File: src/rtl/wb_pwm_multi.sv
// Multi-channel PWM generator behind a Wishbone B4 pipelined slave.
// Supports edge/center alignment, prescaling, per-channel polarity and double-buffered period/duty.
module wb_pwm_multi #(
  parameter int WB_ADDR_BITS = 32,
  parameter int PWM_BITS     = 8,
  parameter int PWM_PINS     = 4,
  parameter int PRESC_BITS   = 8
) (
  input  logic                    i_wb_clk,
  input  logic                    i_wb_rst_n,
  input  logic                    i_wb_stb,
  input  logic                    i_wb_we,
  input  logic [WB_ADDR_BITS-1:0] i_wb_addr,
  input  logic [31:0]             i_wb_data,
  output logic [31:0]             o_wb_data,
  output logic                    o_wb_stall,
  output logic                    o_wb_ack,
  output logic [PWM_PINS-1:0]     o_pwm_channel,
  output logic                    o_pwm_period
);

  localparam logic [WB_ADDR_BITS-1:0] A_CTRL   = WB_ADDR_BITS'(0);
  localparam logic [WB_ADDR_BITS-1:0] A_PERIOD = WB_ADDR_BITS'(1);
  localparam logic [WB_ADDR_BITS-1:0] A_PRESC  = WB_ADDR_BITS'(2);
  localparam logic [WB_ADDR_BITS-1:0] A_POL    = WB_ADDR_BITS'(3);
  localparam logic [WB_ADDR_BITS-1:0] A_STATUS = WB_ADDR_BITS'(4);
  localparam logic [WB_ADDR_BITS-1:0] A_DUTY   = WB_ADDR_BITS'(8);

  logic                  r_en, r_mode;
  logic [PWM_BITS-1:0]   r_period_pend, r_period_act;
  logic [PRESC_BITS-1:0] r_presc, r_presc_cnt;
  logic [PWM_PINS-1:0]   r_pol, r_pwm;
  logic [PWM_BITS-1:0]   r_duty_pend [PWM_PINS];
  logic [PWM_BITS-1:0]   r_duty_act  [PWM_PINS];
  logic [PWM_BITS-1:0]   r_cnt;
  logic                  r_dir;
  logic                  r_ack, r_pulse;
  logic [31:0]           r_rdata;

  logic        w_wr, w_tick, w_boundary, w_restart;
  logic [31:0] w_rdata;
  logic        w_unused;

  assign w_wr      = i_wb_stb & i_wb_we;
  assign w_tick    = r_en && (r_presc_cnt >= r_presc);
  assign w_restart = w_wr && (i_wb_addr == A_CTRL) && (i_wb_data[1] != r_mode);
  // Center mode with PERIOD=0 never leaves 0, so every tick closes a period.
  assign w_boundary = r_mode ? (w_tick && ((r_cnt == '0 && r_dir) || r_period_act == '0))
                             : (w_tick && (r_cnt >= r_period_act));
  assign w_unused  = ^i_wb_data;

  always_ff @(posedge i_wb_clk or negedge i_wb_rst_n) begin
    if (!i_wb_rst_n) begin
      r_en          <= 1'b0;
      r_mode        <= 1'b0;
      r_period_pend <= '0;
      r_presc       <= '0;
      r_pol         <= '0;
      for (int n = 0; n < PWM_PINS; n++) r_duty_pend[n] <= '0;
    end else if (w_wr) begin
      case (i_wb_addr)
        A_CTRL:   {r_mode, r_en} <= i_wb_data[1:0];
        A_PERIOD: r_period_pend  <= i_wb_data[PWM_BITS-1:0];
        A_PRESC:  r_presc        <= i_wb_data[PRESC_BITS-1:0];
        A_POL:    r_pol          <= i_wb_data[PWM_PINS-1:0];
        default:  ;
      endcase
      for (int n = 0; n < PWM_PINS; n++)
        if (i_wb_addr == A_DUTY + WB_ADDR_BITS'(n)) r_duty_pend[n] <= i_wb_data[PWM_BITS-1:0];
    end
  end

  // Pending values reach the comparators only at a period boundary, or freely while stopped.
  always_ff @(posedge i_wb_clk or negedge i_wb_rst_n) begin
    if (!i_wb_rst_n) begin
      r_period_act <= '0;
      for (int n = 0; n < PWM_PINS; n++) r_duty_act[n] <= '0;
    end else if (!r_en || w_boundary) begin
      r_period_act <= r_period_pend;
      for (int n = 0; n < PWM_PINS; n++) r_duty_act[n] <= r_duty_pend[n];
    end
  end

  always_ff @(posedge i_wb_clk or negedge i_wb_rst_n) begin
    if (!i_wb_rst_n) begin
      r_presc_cnt <= '0;
      r_cnt       <= '0;
      r_dir       <= 1'b0;
    end else if (!r_en || w_restart) begin
      r_presc_cnt <= '0;
      r_cnt       <= '0;
      r_dir       <= 1'b0;
    end else begin
      r_presc_cnt <= w_tick ? '0 : r_presc_cnt + 1'b1;
      if (w_tick) begin
        if (!r_mode) begin
          r_dir <= 1'b0;
          r_cnt <= (r_cnt >= r_period_act) ? '0 : r_cnt + 1'b1;
        end else if (!r_dir) begin
          if (r_cnt >= r_period_act) begin
            if (r_period_act != '0) begin
              r_cnt <= r_period_act - 1'b1;
              r_dir <= 1'b1;
            end else begin
              r_cnt <= '0;
            end
          end else begin
            r_cnt <= r_cnt + 1'b1;
          end
        end else if (r_cnt == '0) begin
          // Turning point at zero: next period starts with the period just loaded.
          r_dir <= 1'b0;
          r_cnt <= (r_period_pend != '0) ? PWM_BITS'(1) : '0;
        end else begin
          r_cnt <= r_cnt - 1'b1;
        end
      end
    end
  end

  always_comb begin
    w_rdata = '0;
    case (i_wb_addr)
      A_CTRL:   w_rdata[1:0] = {r_mode, r_en};
      A_PERIOD: w_rdata[PWM_BITS-1:0] = r_period_pend;
      A_PRESC:  w_rdata[PRESC_BITS-1:0] = r_presc;
      A_POL:    w_rdata[PWM_PINS-1:0] = r_pol;
      A_STATUS: begin
        w_rdata[PWM_BITS-1:0] = r_cnt;
        w_rdata[16]           = r_dir;
      end
      default:  ;
    endcase
    for (int n = 0; n < PWM_PINS; n++)
      if (i_wb_addr == A_DUTY + WB_ADDR_BITS'(n)) w_rdata[PWM_BITS-1:0] = r_duty_pend[n];
  end

  always_ff @(posedge i_wb_clk or negedge i_wb_rst_n) begin
    if (!i_wb_rst_n) begin
      r_ack   <= 1'b0;
      r_rdata <= '0;
      r_pulse <= 1'b0;
      r_pwm   <= '0;
    end else begin
      r_ack   <= i_wb_stb;
      r_rdata <= i_wb_stb ? w_rdata : '0;
      r_pulse <= w_boundary;
      for (int n = 0; n < PWM_PINS; n++)
        r_pwm[n] <= r_en ? ((r_cnt < r_duty_act[n]) ^ r_pol[n]) : r_pol[n];
    end
  end

  assign o_wb_ack      = r_ack;
  assign o_wb_data     = r_rdata;
  assign o_wb_stall    = 1'b0;
  assign o_pwm_channel = r_pwm;
  assign o_pwm_period  = r_pulse;

endmodule

File: config.mk
export PLATFORM = sky130hd
export DESIGN_NAME = wb_pwm_multi
export DESIGN_NICKNAME = d
export VERILOG_FILES = /design/src/rtl/wb_pwm_multi.sv
export SDC_FILE = /design/constraint.sdc
export NUM_CORES = 1
export LEC_CHECK = 0
export ABC_CLOCK_PERIOD_IN_PS = 7700
export CAP_MARGIN = 40
export CORE_ASPECT_RATIO = 2
export CORE_MARGIN = 1.5
export CORE_UTILIZATION = 60
export CTS_CLUSTER_SIZE = 8
export DETAILED_ROUTE_END_ITERATION = 8
export MAX_ROUTING_LAYER = met4
export PLACE_DENSITY = 0.87
export SLEW_MARGIN = 0
export SYNTH_ARGS = -nofsm -noshare
export SYNTH_HDL_FRONTEND = slang
export SYNTH_SLANG_ARGS = --single-unit
File: constraint.sdc
create_clock -name i_wb_clk -period 7.7 [get_ports i_wb_clk]
set_input_delay 1.54 -clock i_wb_clk [delete_from_list [all_inputs] [get_ports i_wb_clk]]
set_output_delay 1.54 -clock i_wb_clk [all_outputs]
set_load 0.01 [all_outputs]
==> summary.txt <==
STA
  – Hold Fails Final Rpt: 0
  – Worst slew pin tran: about 0.92 ns
  – Period Utilization, post-route: 56.6%
  – Fin crit period: 4.36 ns
  – Achievable Freq: 230 MHz
  – Final setup TNS: 0 ns
  – Unrepaired setup endpoints after global routing: false
  – Setup violators final: 0
  – Fin Clk Skew: 0.0146 ns
  – Pins Over Slew Limit: 0
  – Worst slew margin: between 30% and 40%

Place
  – Dpl hpwl: 14700 um
  – Placer Congestion: 1.00
  – Area post-placement: between 0.008 and 0.009 mm2
  – Quantity of I/O buffers inserted on ports: 58

Die
  – Ports: around 110
  – Row cnt: 57
  – Die Width: 81.3 um
  – Die ar.: between 0.01 and 0.015 mm2
  – Core ar.: between 0.01 and 0.015 mm2
  – Initial Util: between 60% and 70%
  – Die H: between 150 and 200 um

Yosys
  – Dominant synthesized flop cell: dfrtp_1
  – Post-Syn Instances: between 600 and 700
  – Yosys cell types: 61
  – Asr flop ratio synth: 100%
  – Synth warn: 0
  – Seq/Total Area, Yosys: between 40 and 50%
  – Post-synth EDFFs: 0
  – Post-synthesis instance area: 0.00736 mm2
  – Mean post-synth cell area: around 11 um2
  – Register bit total from synthesis: between 100 and 150

Setup path
  – Kind of end point of the critical path: flip-flop
  – WP data arrival: roughly 4.7 ns
  – Startpoint Class: primary input
  – Critical Path RT: roughly 8.0 ns
  – Setup CP Type: primary input to flip-flop
  – CP max FO: 10

Clock tree
  – Gates resized, CTS repair: 0
  – H-tree levels: 4
  – Maximum clock path buffer count: 2
  – Post-CTS setup buffers: 0
  – TritonCTS clock tree: done
  – Clk slew on worst S/H paths: approximately 0.060 ns
  – Clk Latency, worst-skew pair: around 0.43 ns
  – Root buffer cell: clkbuf_16
  – Hold Buf Count CTS: 0
  – # clock sinks: ~130
  – Num CTS Buffers: 17

Global routing
  – Total grt overflow: 0
  – First-pass GRT wire length: roughly 33000 um
  – Pin count of the biggest net entering global routing: 47
  – Initial antenna violation count: 0
  – Vias in the first global route: between 6000 and 7000
  – GRT Util Overall: 35.1%

Drt
  – DRC errors left: 0
  – Post-DRT Antenna Nets: 0
  – DRT iter0 DRCs: 513
  – Vias per cell: roughly 6.5
  – Drt first pass iters: 8
  – Wirelength, routed: slightly above 20000 um
  – Vias: 5981
  – WL/cell: about 22 um

Final layout
  – N_diodes: 0
  – Most frequent cells in the layout: dfrtp_1 (126), mux2_2 (91), clkdlybuf4s50_1 (57), inv_1 (53), ha_1 (50)
  – P&R area growth vs syn: 16.9%
  – Design area: between 0.008 and 0.009 mm2
  – Layout cells sized above 1: 19.5%
  – Filler cell count in the final layout: approximately 800
  – Post-layout nets: between 800 and 900
  – Commonest non-fill, non-tap cell in the layout: dfrtp_1

Power and ir drop
  – Max VDD drop: 189 uV
  – Leak: between 4 and 5 nW
  – Power Dens Cells: ~180 mW/mm2

Status
  – Status: finished clean

Hold path
  – Tightest Hold Check Type: flip-flop to flip-flop

Job
  – Maxcap violations: 0
==> path summary, 6_finish.rpt <==
kind | start | to | cells after the start | slack [ns]
setup reg to reg | r_cnt[4] | r_duty_act[10] | 7 | 4.41
setup / recovery | i_wb_addr[5] | r_presc_cnt[2] | 7 | 3.34
hold reg to reg | r_duty_act[7] | r_duty_act[7] | 1 | 0.51
hold / removal | r_duty_act[7] | r_duty_act[7] | 1 | 0.51
min in group asynchronous | i_wb_rst_n | r_presc_cnt[1] | 1 | 1.10
max in group asynchronous | i_wb_rst_n | r_duty_act[25] | 3 | 5.38
==> routing by layer <==
metal	track usage [%]	up-vias	routed length, um
met3	7.26	116	1130
met5	-	-	0
met1	34.3	2905	6770
met2	58.1	354	10900
li1	-	2606	-
met4	26.8	0	1630
==> sequential cells by signal (all words and copies together) (netlist names) <==
| signal | count |
|---|---|
| o_wb_data | 9 |
| r_presc_cnt | 8 |
| r_duty_pend | 32 |
| r_en | 1 |
| r_presc | 8 |
| r_mode | 1 |
| r_cnt | 8 |
| o_wb_ack | 1 |
| r_dir | 1 |
| r_pol | 4 |
| r_duty_act | 32 |
| r_period_pend | 8 |
| r_period_act | 8 |
| o_pwm_channel | 4 |
| o_pwm_period | 1 |
==> cell usage after synthesis, drive strengths merged (15+ instances only) <==
master	n	area share, %
ha	50	8.5
clkbuf	15	0.76
nor4	23	2.5
nand2	35	1.8
nor2	41	2.1
dfrtp	126	43
inv	53	2.7
o21ai	31	2.1
mux2	94	14
buf	32	3.2
nand3	23	1.7
==> kinds of logic after synthesis <==
group / synth area share, %
flops: 42.8
xor+xnor: 2.14
mux: 15.1
simple gates: 13.8
fa+ha+maj: 8.50
compound gates: 10.8
buf+inv: 6.72
other cells: 0.0510
==> through the flow <==
step           util, %  cells  setup WS [ns]  hold WS, ns  power [mW]
2_1_floorplan        -    714           4.02        0.477       0.700
3_3_place_gp      66.1    879           3.07        0.491       0.732
3_5_place_dp      66.4    883           2.92        0.501       0.734
4_1_cts           71.4    915           3.34        0.508        1.54
5_1_grt           71.4    915           3.13        0.532        1.58
6_report          71.4    915           3.34        0.509        1.54
==> area by class of cell <==
| cell class | count | area (um2) | area share [%] |
|---|---|---|---|
| multi-input combinational | 488 | 3800 | 44.2 |
| sequential | 126 | 3150 | 36.6 |
| clock buffer | 17 | 425 | 4.94 |
| inverter | 53 | 199 | 2.31 |
| tap | 147 | 184 | 2.14 |
| timing repair buffer | 69 | 668 | 7.77 |
| clock inverter | 15 | 175 | 2.04 |
==> worst max-delay path, cell delays in order <==
cell and delay [ns]:
clkdlybuf4s50_1 0.39, nor4_1 0.43, nand4_2 0.37, or3_1 0.60, o41ai_4 0.83, nand2b_1 0.39
nor2_1 0.09
==> report_power, final <==
group / total [mW] / switching [mW] / internal (mW)
combinational: 0.0603 / 0.0365 / 0.0238
clock: 0.818 / 0.330 / 0.487
sequential: 0.662 / 0.0000798 / 0.662
total: 1.54 / 0.367 / 1.17
Power figures use the tool's default switching activity.
==> edit (config.mk and constraints unchanged) <==
Change the parameter `PWM_PINS` from 4 to 8.
--- a/src/rtl/wb_pwm_multi.sv
+++ b/src/rtl/wb_pwm_multi.sv
@@ -3,7 +3,7 @@
 module wb_pwm_multi #(
   parameter int WB_ADDR_BITS = 32,
   parameter int PWM_BITS     = 8,
-  parameter int PWM_PINS     = 4,
+  parameter int PWM_PINS     = 8,
   parameter int PRESC_BITS   = 8
 ) (
   input  logic                    i_wb_clk,
Interface: changed (resized o_pwm_channel); port bits go from 107 to 111. No check against the original RTL was run, so the function may have changed too.
==> edit against the original RTL <==
  * Design area is 50% higher
  * Area after synthesis is 56% higher
  * Sequential power is 57% higher
  * Sequential cell count is 72 higher
  * Power is 34% higher
  * Clock power is 13% higher
  * Worst setup slack worse by 120 ps
  * First-iteration DRC count is 51% higher
  * Die area is 54% higher
  * Register-to-register slack worse by 400 ps
  * Wire length is 56% higher
  * Critical endpoint is now o_wb_data[4]$_DFF_PN0_
==> edit: results (changes against the original RTL) <==
- Finish-stage setup viols: 0 (unchanged)
- FF/Latch Area: 4955 um^2 (+57%)
- Syn. warnings: 0 (unchanged)
- Clock network share of area: 0.04686 (-0.02295)
- Worst-margin pin slew: 954.3 ps (+31.53 ps)
- Reg clk slew, reported paths: about 70 ps
- Post-DP HPWL: 23020 um (+56%)
- Clk Tree Root Cell: clkbuf_16
- # port buffers: 62 (+6.9%)
- CLK BUF: 20 (+3)
- Fraction of layout cells with a size suffix above 1: 0.1606 (-0.03474)
- Worst Skew: 6.998 ps (-7.651 ps)
- Xor and xnor area share after synthesis: 0.01528 (-0.006142)
- GRT overflow: 0 (unchanged)
- Worst VDD drop: 0.0002278 V (+21%)
- Crit path max-delay family: simple AND/OR/NAND/NOR gates
- All-Layer GR Usage: 0.3455 (-0.005137)
- Pre-CTS setup slack: 2884 ps (-32.00 ps)
- Status: finished clean
- Largest net degree at the start of global routing: 100 (+110%)
- Placed cell areas: 12320 um^2 (+54%)
- First-pass GRT wire length: 49240 um (+51%)
- Fillers: 1357 (+69%)
- 1st-iter DRT viols: 776 (+51%)
- Avg Vias per Cell: 6.499 (-0.57%)
- TritonRoute pass-1 iters: 5 (-3)
- Most used DFF post-synth: dfrtp_1
- Vias in the first global route: 9075 (+41%)
- Deepest clock path buffer count: 2 (unchanged)
- Final WL: 31810 um (+56%)
- Post-Synth Adder-Cell Area: 0.08512 (+0.0001199)
- Proportion of synthesized area in mux cells: 0.1770 (+0.02639)
- Ant diodes: 0 (unchanged)
- Slowest CP cell: clkdlybuf4s50_1
- Critical path's largest stage delay: 1010 ps (+180 ps)
- Pleak: 6.058 nW (+51%)
- Compound-gate portion of the synthesized area: 0.1221 (+0.01366)
- Clock sinks: 198 (+57%)
- Clock tree from TritonCTS: built
- Fin nets: 1254 (+44%)
- WP data arrival: 4780 ps (+120 ps)
- Count of unique library cells instantiated by Yosys: 81 (+33%)
- Sequential element share of the synthesized area: 0.4322 (+0.003747)
- Later-pin clock latency in the skew report: 450 ps (+20 ps)
- Multi-input gate area: 5877 um^2 (+55%)
- #MultiIn Comb: 727 (+49%)
- Pwr dens: 160.2 nW/um^2 (-11%)
- Total CTS buffers: 17 (unchanged)
- Clock H-tree levels: 4 (unchanged)
- Hold WC Path Type: flop to flop
- Non-clk buf share: 0.06593 (-0.01173)
- Layout buffer count excluding clock buffers: 80 (+16%)
- Post-CTS sizing: 0 (unchanged)
- Initial antenna violation count: 0 (unchanged)
- RD Place Congestion: 0.9600 (-4.1%)
- Inverter count: 84 (+58%)
- Largest fanout on the critical path: 22 (+12)
- Top cells by count, synth: dfrtp_1 (198), mux2_2 (100), inv_1 (81)
- Post-synthesis async set-or-reset flop share: 1.000 (unchanged)
- Top cells by area, synth: dfrtp_1 (43%), mux2_2 (9.8%), ha_1 (8.5%)
edit: changes by cell type after synthesis, sizes merged, moves of 12 or more:
| cell | unedited run | this run |
|---|---|---|
| mux2 | 94 | 160 |
| a21oi | 14 | 39 |
| nand2 | 35 | 47 |
| inv | 53 | 81 |
| ha | 50 | 78 |
| o21ai | 31 | 45 |
| clkbuf | 15 | 31 |
| dfrtp | 126 | 198 |
edit: power by group:
group / switching (mW) / internal [mW]
clock network: 0.406 / 0.518
registers: 0.000156 / 1.04
logic: 0.0707 / 0.0353
edit: stage by stage:
stage	utilization	std cells
final	0.6895	1376
after global placement	0.6488	1336
after floorplan	-	1081
after detailed placement	0.6572	1344
after CTS	0.6895	1376
after global routing	0.6895	1376
edit: layer usage:
layer / part of all wire / vias up / GRT usage / routed length, um
met2: 0.50 / 503 / 0.5613 / 15920
met3: 0.064 / 172 / 0.06254 / 2027
met5: 0 / - / - / 0
li1: - / 3910 / - / -
met1: 0.35 / 4358 / 0.3759 / 11280
met4: 0.081 / 0 / 0.2483 / 2577
edit: path summary, 6_finish.rpt:
kind,from,endpoint,slack [ps],depth (start not counted)
setup / recovery,i_wb_addr[3],o_wb_data[4]$_DFF_PN0_,3230,6
hold / removal,r_duty_act[1]$_DFFE_PN0P_,r_duty_act[1]$_DFFE_PN0P_,490,1
setup reg to reg,r_cnt[0]$_DFFE_PN0P_,r_duty_act[16]$_DFFE_PN0P_,4010,11
hold reg to reg,r_duty_act[1]$_DFFE_PN0P_,r_duty_act[1]$_DFFE_PN0P_,490,1
max in group asynchronous,i_wb_rst_n,r_period_pend[6]$_DFFE_PN0P_,5380,4
min in group asynchronous,i_wb_rst_n,r_duty_pend[61]$_DFFE_PN0P_,960,1
